--- src/rtl/mem_lsu.sv ---
// mem_lsu: MEM-stage load/store unit. Issues one word-addressed bus access per
// load/store, holds the pipeline until it completes, extends load data, and
// reports misaligned/illegal accesses and bus errors/timeouts.
module mem_lsu #(
   parameter int unsigned TIMEOUT_CYCLES = 255
) (
   input  logic        clk,
   input  logic        reset,
   input  logic        MemReadM,
   input  logic        MemWriteM,
   input  logic [2:0]  Funct3M,
   input  logic [31:0] ALUResultM,
   input  logic [31:0] WriteDataM,
   output logic [31:0] ReadDataM,
   output logic        StallM,
   output logic        AccessFaultM,
   output logic        BusErrM,
   output logic        bus_req,
   output logic        bus_we,
   output logic [31:0] bus_addr,
   output logic [31:0] bus_wdata,
   output logic [3:0]  bus_be,
   input  logic        bus_ack,
   input  logic        bus_err,
   input  logic [31:0] bus_rdata
);

   typedef enum logic [1:0] {S_IDLE, S_REQ, S_DONE} state_t;

   // Last REQ cycle index; counter starts at 0 on entry so bus_req is high
   // for exactly TIMEOUT_CYCLES cycles before abort.
   localparam logic [15:0] TMO_LAST = 16'(TIMEOUT_CYCLES - 1);

   state_t      state_q, state_d;
   logic [15:0] cnt_q, cnt_d;
   logic        bus_req_q, bus_req_d;
   logic        bus_we_q, bus_we_d;
   logic [31:0] bus_addr_q, bus_addr_d;
   logic [31:0] bus_wdata_q, bus_wdata_d;
   logic [3:0]  bus_be_q, bus_be_d;
   logic [31:0] rdata_q, rdata_d;
   logic        buserr_q, buserr_d;
   logic [2:0]  f3_q, f3_d;
   logic [1:0]  off_q, off_d;

   logic        f3_legal, aligned, acc_ok, acc_bad;
   logic [3:0]  be_c;
   logic [31:0] wdata_c;
   logic [31:0] rd_shift;
   logic [15:0] rd_half;
   logic [31:0] rd_ext;
   logic        stall_c, fault_c;

   // Decode legality and byte-lane pattern of the access on the inputs
   always_comb begin
      f3_legal = 1'b0;
      case (Funct3M)
         3'b000, 3'b001, 3'b010: f3_legal = 1'b1;
         3'b100, 3'b101:         f3_legal = MemReadM;
         default:                f3_legal = 1'b0;
      endcase
      aligned = 1'b1;
      case (Funct3M[1:0])
         2'b01:   aligned = ~ALUResultM[0];
         2'b10:   aligned = (ALUResultM[1:0] == 2'b00);
         default: aligned = 1'b1;
      endcase
      acc_ok  = (MemReadM ^ MemWriteM) & f3_legal & aligned;
      acc_bad = (MemReadM | MemWriteM) & ~acc_ok;
      case (Funct3M[1:0])
         2'b00: begin
            be_c    = 4'b0001 << ALUResultM[1:0];
            wdata_c = {4{WriteDataM[7:0]}};
         end
         2'b01: begin
            be_c    = ALUResultM[1] ? 4'b1100 : 4'b0011;
            wdata_c = {2{WriteDataM[15:0]}};
         end
         default: begin
            be_c    = 4'b1111;
            wdata_c = WriteDataM;
         end
      endcase
   end

   // Select and extend the returned word using the latched width and offset
   always_comb begin
      rd_shift = bus_rdata >> {off_q, 3'b000};
      rd_half  = off_q[1] ? bus_rdata[31:16] : bus_rdata[15:0];
      case (f3_q)
         3'b000:  rd_ext = {{24{rd_shift[7]}}, rd_shift[7:0]};
         3'b100:  rd_ext = {24'd0, rd_shift[7:0]};
         3'b001:  rd_ext = {{16{rd_half[15]}}, rd_half};
         3'b101:  rd_ext = {16'd0, rd_half};
         default: rd_ext = bus_rdata;
      endcase
   end

   // Next-state logic for the IDLE -> REQ -> DONE access sequence
   always_comb begin
      state_d     = state_q;
      cnt_d       = cnt_q;
      bus_req_d   = bus_req_q;
      bus_we_d    = bus_we_q;
      bus_addr_d  = bus_addr_q;
      bus_wdata_d = bus_wdata_q;
      bus_be_d    = bus_be_q;
      rdata_d     = rdata_q;
      buserr_d    = 1'b0;
      f3_d        = f3_q;
      off_d       = off_q;
      stall_c     = 1'b0;
      fault_c     = 1'b0;
      case (state_q)
         S_IDLE: begin
            if (acc_ok) begin
               stall_c     = 1'b1;
               bus_req_d   = 1'b1;
               bus_we_d    = MemWriteM;
               bus_addr_d  = {ALUResultM[31:2], 2'b00};
               bus_be_d    = be_c;
               bus_wdata_d = wdata_c;
               f3_d        = Funct3M;
               off_d       = ALUResultM[1:0];
               cnt_d       = 16'd0;
               state_d     = S_REQ;
            end else if (acc_bad) begin
               fault_c = 1'b1;
            end
         end
         S_REQ: begin
            stall_c = 1'b1;
            cnt_d   = cnt_q + 16'd1;
            if (bus_ack) begin
               bus_req_d = 1'b0;
               state_d   = S_DONE;
               if (bus_err) begin
                  buserr_d = 1'b1;
                  if (!bus_we_q) rdata_d = 32'd0;
               end else if (!bus_we_q) begin
                  rdata_d = rd_ext;
               end
            end else if (cnt_q == TMO_LAST) begin
               bus_req_d = 1'b0;
               buserr_d  = 1'b1;
               if (!bus_we_q) rdata_d = 32'd0;
               state_d   = S_DONE;
            end
         end
         S_DONE: begin
            // Instruction is still on the inputs; let the pipeline advance once.
            state_d = S_IDLE;
            cnt_d   = 16'd0;
         end
         default: state_d = S_IDLE;
      endcase
   end

   // State and registered outputs; reset aborts any in-flight access
   always_ff @(posedge clk or posedge reset) begin
      if (reset) begin
         state_q     <= S_IDLE;
         cnt_q       <= 16'd0;
         bus_req_q   <= 1'b0;
         bus_we_q    <= 1'b0;
         bus_addr_q  <= 32'd0;
         bus_wdata_q <= 32'd0;
         bus_be_q    <= 4'd0;
         rdata_q     <= 32'd0;
         buserr_q    <= 1'b0;
         f3_q        <= 3'd0;
         off_q       <= 2'd0;
      end else begin
         state_q     <= state_d;
         cnt_q       <= cnt_d;
         bus_req_q   <= bus_req_d;
         bus_we_q    <= bus_we_d;
         bus_addr_q  <= bus_addr_d;
         bus_wdata_q <= bus_wdata_d;
         bus_be_q    <= bus_be_d;
         rdata_q     <= rdata_d;
         buserr_q    <= buserr_d;
         f3_q        <= f3_d;
         off_q       <= off_d;
      end
   end

   // Combinational flags are forced low while reset is held
   assign StallM       = stall_c & ~reset;
   assign AccessFaultM = fault_c & ~reset;
   assign ReadDataM    = rdata_q;
   assign BusErrM      = buserr_q;
   assign bus_req      = bus_req_q;
   assign bus_we       = bus_we_q;
   assign bus_addr     = bus_addr_q;
   assign bus_wdata    = bus_wdata_q;
   assign bus_be       = bus_be_q;

endmodule

--- config.mk ---
export PLATFORM = sky130hd
export DESIGN_NAME = mem_lsu
export DESIGN_NICKNAME = d
export VERILOG_FILES = /design/src/rtl/mem_lsu.sv
export SDC_FILE = /design/constraint.sdc
export NUM_CORES = 1
export LEC_CHECK = 0
export ABC_CLOCK_PERIOD_IN_PS = 5320
export CORE_UTILIZATION = 40
export CTS_CLUSTER_DIAMETER = 40
export CTS_CLUSTER_SIZE = 30
export DETAILED_ROUTE_END_ITERATION = 10
export PLACE_DENSITY = 0.71
export SYNTH_ARGS = -nofsm -noshare
export SYNTH_HDL_FRONTEND = slang
export SYNTH_SLANG_ARGS = --single-unit
--- constraint.sdc ---
create_clock -name clk -period 5.32 [get_ports clk]
set_input_delay 0.798 -clock clk [delete_from_list [all_inputs] [get_ports clk]]
set_output_delay 0.798 -clock clk [all_outputs]
set_load 0.05 [all_outputs]
## Word level (Yosys, flattened, before mapping)

Index checks and enable logic that the tools add are counted.

| word-level totals | value |
|---|---|
| register bits | 124 |
| latch bits | 0 |
| RAM bits | 0 |
| ROM bits | 0 |
| output and inout bits | 105 |
| memories kept | 0 |

| operators by class | value |
|---|---|
| $add $sub $neg | 1 |
| multiply operators | 0 |
| div/mod/pow operators | 0 |
| order comparisons | 0 |
| equal/unequal tests | 15 |
| shift-type cells | 2 |
| mux-type cells | 31 |
| bitwise operators | 10 |
| reductions and logical operators | 15 |

Operators by type and width:

| operator | number |
|---|---|
| 32-bit two-way mux | 5 |
| 32-bit case mux with 4 select lines | 1 |
| 32-bit case mux with 2 select lines | 1 |
| 16-bit case mux with 3 select lines | 1 |
| 16-bit two-way mux | 2 |
| 32-bit by 5-bit >> shifter with 8-bit output | 1 |
| 16-bit by 1-bit adder with 16-bit output (second input constant) | 1 |
| 16-bit by 8-bit == test with 1-bit output (second input constant) | 1 |
| 3-bit == test (second input constant) | 4 |
| 1-bit two-way mux | 11 |
| 1-bit case mux with 2 select lines | 4 |
| 4-bit case mux with 2 select lines | 1 |
| 3-bit by 1-bit == test with 1-bit output (second input constant) | 2 |
| 2-bit zero test | 3 |
| 3-bit zero test | 2 |
| 2-bit two-way mux | 3 |
| 3-bit inequality test (second input constant) | 2 |
| 2-bit AND reduction | 3 |
| 3-bit AND reduction | 2 |
| 1-bit AND | 5 |
| 2-bit by 1-bit == test with 1-bit output (second input constant) | 2 |
| 2-bit == test (second input constant) | 2 |
| 4-bit two-way mux | 1 |
| 2-bit case mux with 2 select lines | 1 |
| 10 further kinds | 13 |

## Depth between registers and ports, before layout

| logic depth | value |
|---|---|
| depth in word-level cells | 11 |
| gate-level depth with buffers | 9 |
| mapped depth without buffers | 6 |

## Worst setup path after synthesis

Ideal clock, no wire load.

| path | value |
|---|---|
| path type | input -> output |
| start point | in Funct3M[1] |
| end point | out AccessFaultM |
| arrival | 3.449 ns |
| required time | 4.522 ns |
| path slack | 1.073 ns |
| stages on the path | 7 |
| path buffers | 1 |
| path through | inv_1 ha_1 buf_2 nor2_2 o22a_1 o31a_1 nor4b_1 |

| between the ends | value |
|---|---|
| longest elaborated chain between the ends | 11 |

RTL lines:

| item | line | RTL |
|---|---|---|
| start: declaration | 11 | `input logic [2:0] Funct3M,` |
| 3-bit by 1-bit == test with 1-bit output (tied with other cells) | 57 | `case (Funct3M)` |
| 3-bit OR reduction / 2-bit OR reduction (equally long branches) | 57 |  |
| 1-bit case mux with 2 select lines | 57 |  |
| 1-bit AND | 68 | `acc_ok = (MemReadM ^ MemWriteM) & f3_legal & aligned;` |
| 1-bit AND (*) | 68 |  |
| 1-bit NOT | 69 | `acc_bad = (MemReadM \| MemWriteM) & ~acc_ok;` |
| 1-bit AND | 69 |  |
| 1-bit two-way mux | 127 | `end else if (acc_bad) begin` |
| 1-bit two-way mux (*) | 116 | `if (acc_ok) begin` |
| 1-bit two-way mux (*) | 114 | `case (state_q)` |
| 1-bit AND (*) | 190 | `assign AccessFaultM = fault_c & ~reset;` |
| end: declaration | 16 | `output logic AccessFaultM,` |

Mark *: on every way between the ends. The rest lies on a longest branch, timed or not.

## Worst setup path after layout

Same ends and word-level chain as after synthesis.

==> results_dict.tcl <==
set metrics [dict create \
    outcome "completed" \
    area_growth_pct 44.3 \
    r2r_end "ReadDataM[13]$_DFFE_PP0P_" \
    slew_headroom_pct 27.8 \
    start_util_pct 41.4 \
    crit_top_cell "buf_4" \
    clock.fmax_mhz 235 \
    vias 5119 \
    grt_pass1_wl_um 28200 \
    cts_tree "built" \
    postCtsHoldBufs 0 \
    r2r_cells 4 \
    async_flop_share_pct 100 \
    ys_ff_latch 124 \
    cp.depth 10 \
    grt_pass1_vias 5210 \
    cts_buffers 17 \
    rsz0062_at_grt "false" \
    ir_worst_vdd_uv 369 \
    ys_seq_area_share_pct 48.8 \
    groute.usage.overall_pct 22.6 \
    clk_pin_slew_ns 0.05 \
    dieWidth_um 128 \
    cts.sinks 124 \
    post_cts_buffers 0 \
    r2r-start "off_q[1]$_DFFE_PP0P_" \
    fp.dieH_um 128 \
    p_leak_nw 4.22 \
    fin_tns_setup_ns 0 \
    vias_per_cell 5.36 \
    path_delay_family "buffers and inverters" \
    core_mm2 0.0154 \
    powerDensity_mw_per_mm2 636 \
    crit_buf_inv 5 \
    drc 0 \
    cts_root_buf "clkbuf_16" \
    drv_slew 0 \
    post-route-period-util_pct 80.0 \
    antenna_found_initial 0 \
    power.total_mw 5.84 \
    place_hpwl_um 12700 \
    nNetsFinal 842 \
    wl_per_cell_um 18.6 \
    setup.worst_path.start "Funct3M[1]" \
    r2r_slack_ns 2.74 \
    worstMarginPinSlew_ns 1.08 \
    final_common_cell "clkdlybuf4s50_1" \
    start_kind "primary input" \
    diodes 0 \
    dr.pass1.iters 5 \
    synth_warnings 0 \
    htreeDepth 4 \
    cp_slowest_cell "clkdlybuf4s50_1" \
    critPathRequiredTime_ns 4.52 \
    critical_path.max_fanout 22 \
    drt_iter0_markers 372 \
    place.gp.congestion 0.841 \
    n_fill_cell 1245 \
    clockBufferDepth 2 \
    synth_cell_types 57 \
    synthesis.area_mm2 0.00636 \
    die_area_mm2 0.0164 \
    synth_edf_count 0 \
    io_pins 210 \
    synth_area_per_cell_um2 11.9 \
    overflow 0 \
    finalSetupViolations 0 \
    finalHoldViolCount 0 \
    drtAntennaViolNets 0 \
    arrival_ns 3.46 \
    synth_top_flop_cell "dfrtp_1" \
    max_stage_delay_ns 0.66 \
    finalCriticalPeriod_ns 4.26 \
    cp-endpoint "AccessFaultM" \
    routed_wl_um 17800 \
    skew_ns 0.00821 \
    layout_common_cells "clkdlybuf4s50_1, dfrtp_1, mux2_4, nand2_1, inv_1" \
    cap_violations 0 \
    grt_max_degree 58 \
    port-buffer-count 207 \
    clk_latency_ns 0.42 \
    cts_resized 0 \
    worstHoldPathType "reg -> reg" \
    cp_cell_sequence "clkdlybuf4s50_1 > inv_1 > ha_1 > buf_4 > nor2_2 > buf_4 > o22a_1 > o31a_1 > nor4b_1 > buf_12" \
    rows 45 \
    path_class "in -> out" \
    crit_path_end_kind "output port" \
    syn-instance-count 534 \
    final_layout_size_suffix_gt1_share_pct 14.2 \
]
==> worst min-delay path by stage <==
stage	depth (start not counted)	to	from
global route	1	ReadDataM[8]$_DFFE_PP0P_	ReadDataM[8]$_DFFE_PP0P_
detailed placement	1	ReadDataM[11]$_DFFE_PP0P_	ReadDataM[11]$_DFFE_PP0P_
global placement	1	ReadDataM[8]$_DFFE_PP0P_	ReadDataM[8]$_DFFE_PP0P_
finish	1	ReadDataM[11]$_DFFE_PP0P_	ReadDataM[11]$_DFFE_PP0P_
CTS	1	ReadDataM[11]$_DFFE_PP0P_	ReadDataM[11]$_DFFE_PP0P_
floorplan	1	f3_q[2]$_DFFE_PP0P_	f3_q[2]$_DFFE_PP0P_
==> Yosys cell counts (7+ instances only) <==
cell / number / area, um2
nor3_1: 7 / 35.0
a22oi_1: 9 / 67.6
mux2i_1: 25 / 250
nand2_1: 40 / 150
a21oi_1: 10 / 50.1
a21o_1: 7 / 52.6
clkbuf_1: 23 / 86.3
inv_1: 32 / 120
a22o_1: 10 / 87.6
o21ai_0: 13 / 65.1
nor2_1: 11 / 41.3
a221oi_1: 22 / 193
mux2_4: 56 / 841
dfrtp_1: 124 / 3100
o2bb2ai_1: 18 / 158
mux2_1: 14 / 158
nand2b_1: 12 / 75.1
nor2b_1: 10 / 62.6
==> power by group <==
part | switching, mW | internal (mW)
clock | 0.423 | 0.758
sequential | 0.313 | 1.33
combinational | 1.85 | 1.17
==> sequential cells by signal, indices dropped and copies added, names as in the netlist <==
signal     flops
bus_we         1
bus_wdata     32
state_q        2
bus_addr      30
cnt_q         16
ReadDataM     32
bus_req        1
bus_be         4
f3_q           3
BusErrM        1
off_q          2
==> stage by stage <==
stage	utilization, %	std cells	instance area [um2]	hold slack, ns	setup WS (ns)
4_1_cts	59.7	955	9180	0.478	1.05
3_5_place_dp	55.8	923	8580	0.466	0.931
2_1_floorplan	-	535	6370	0.489	1.07
5_1_grt	59.7	955	9180	0.492	0.894
6_report	59.7	955	9180	0.472	1.06
3_3_place_gp	55.8	923	8580	0.461	1.03
==> final cells by class <==
class / count / area (um2) / share of cell area, %
Multi-Input combinational cell: 340 / 2940 / 32.0
Inverter: 32 / 123 / 1.34
Timing Repair Buffer: 216 / 2150 / 23.4
Clock buffer: 21 / 460 / 5.01
Sequential cell: 124 / 3100 / 33.8
Clock inverter: 11 / 143 / 1.55
Tap cell: 211 / 264 / 2.88
==> layer usage <==
layer	part of all wire (%)	GRT usage [%]	vias up
li1	-	-	2357
met5	0	0	-
met2	47	34.9	241
met3	8.2	7.14	22
met1	44	30.2	2499
met4	1.3	7.47	0
==> logic make-up after synthesis <==
family | after synthesis | share of synthesized area (%)
buffers and inverters | 71 | 5.13
XOR/XNOR | 2 | 0.275
adder cells (fa/ha/maj) | 6 | 1.18
AND/OR/NAND/NOR | 101 | 8.04
flip-flops | 124 | 48.8
multiplexers | 101 | 20.9
AO/OA/AOI/OAI | 128 | 15.7
other | 1 | 0.0589
(Power assumes the default switching activity.)
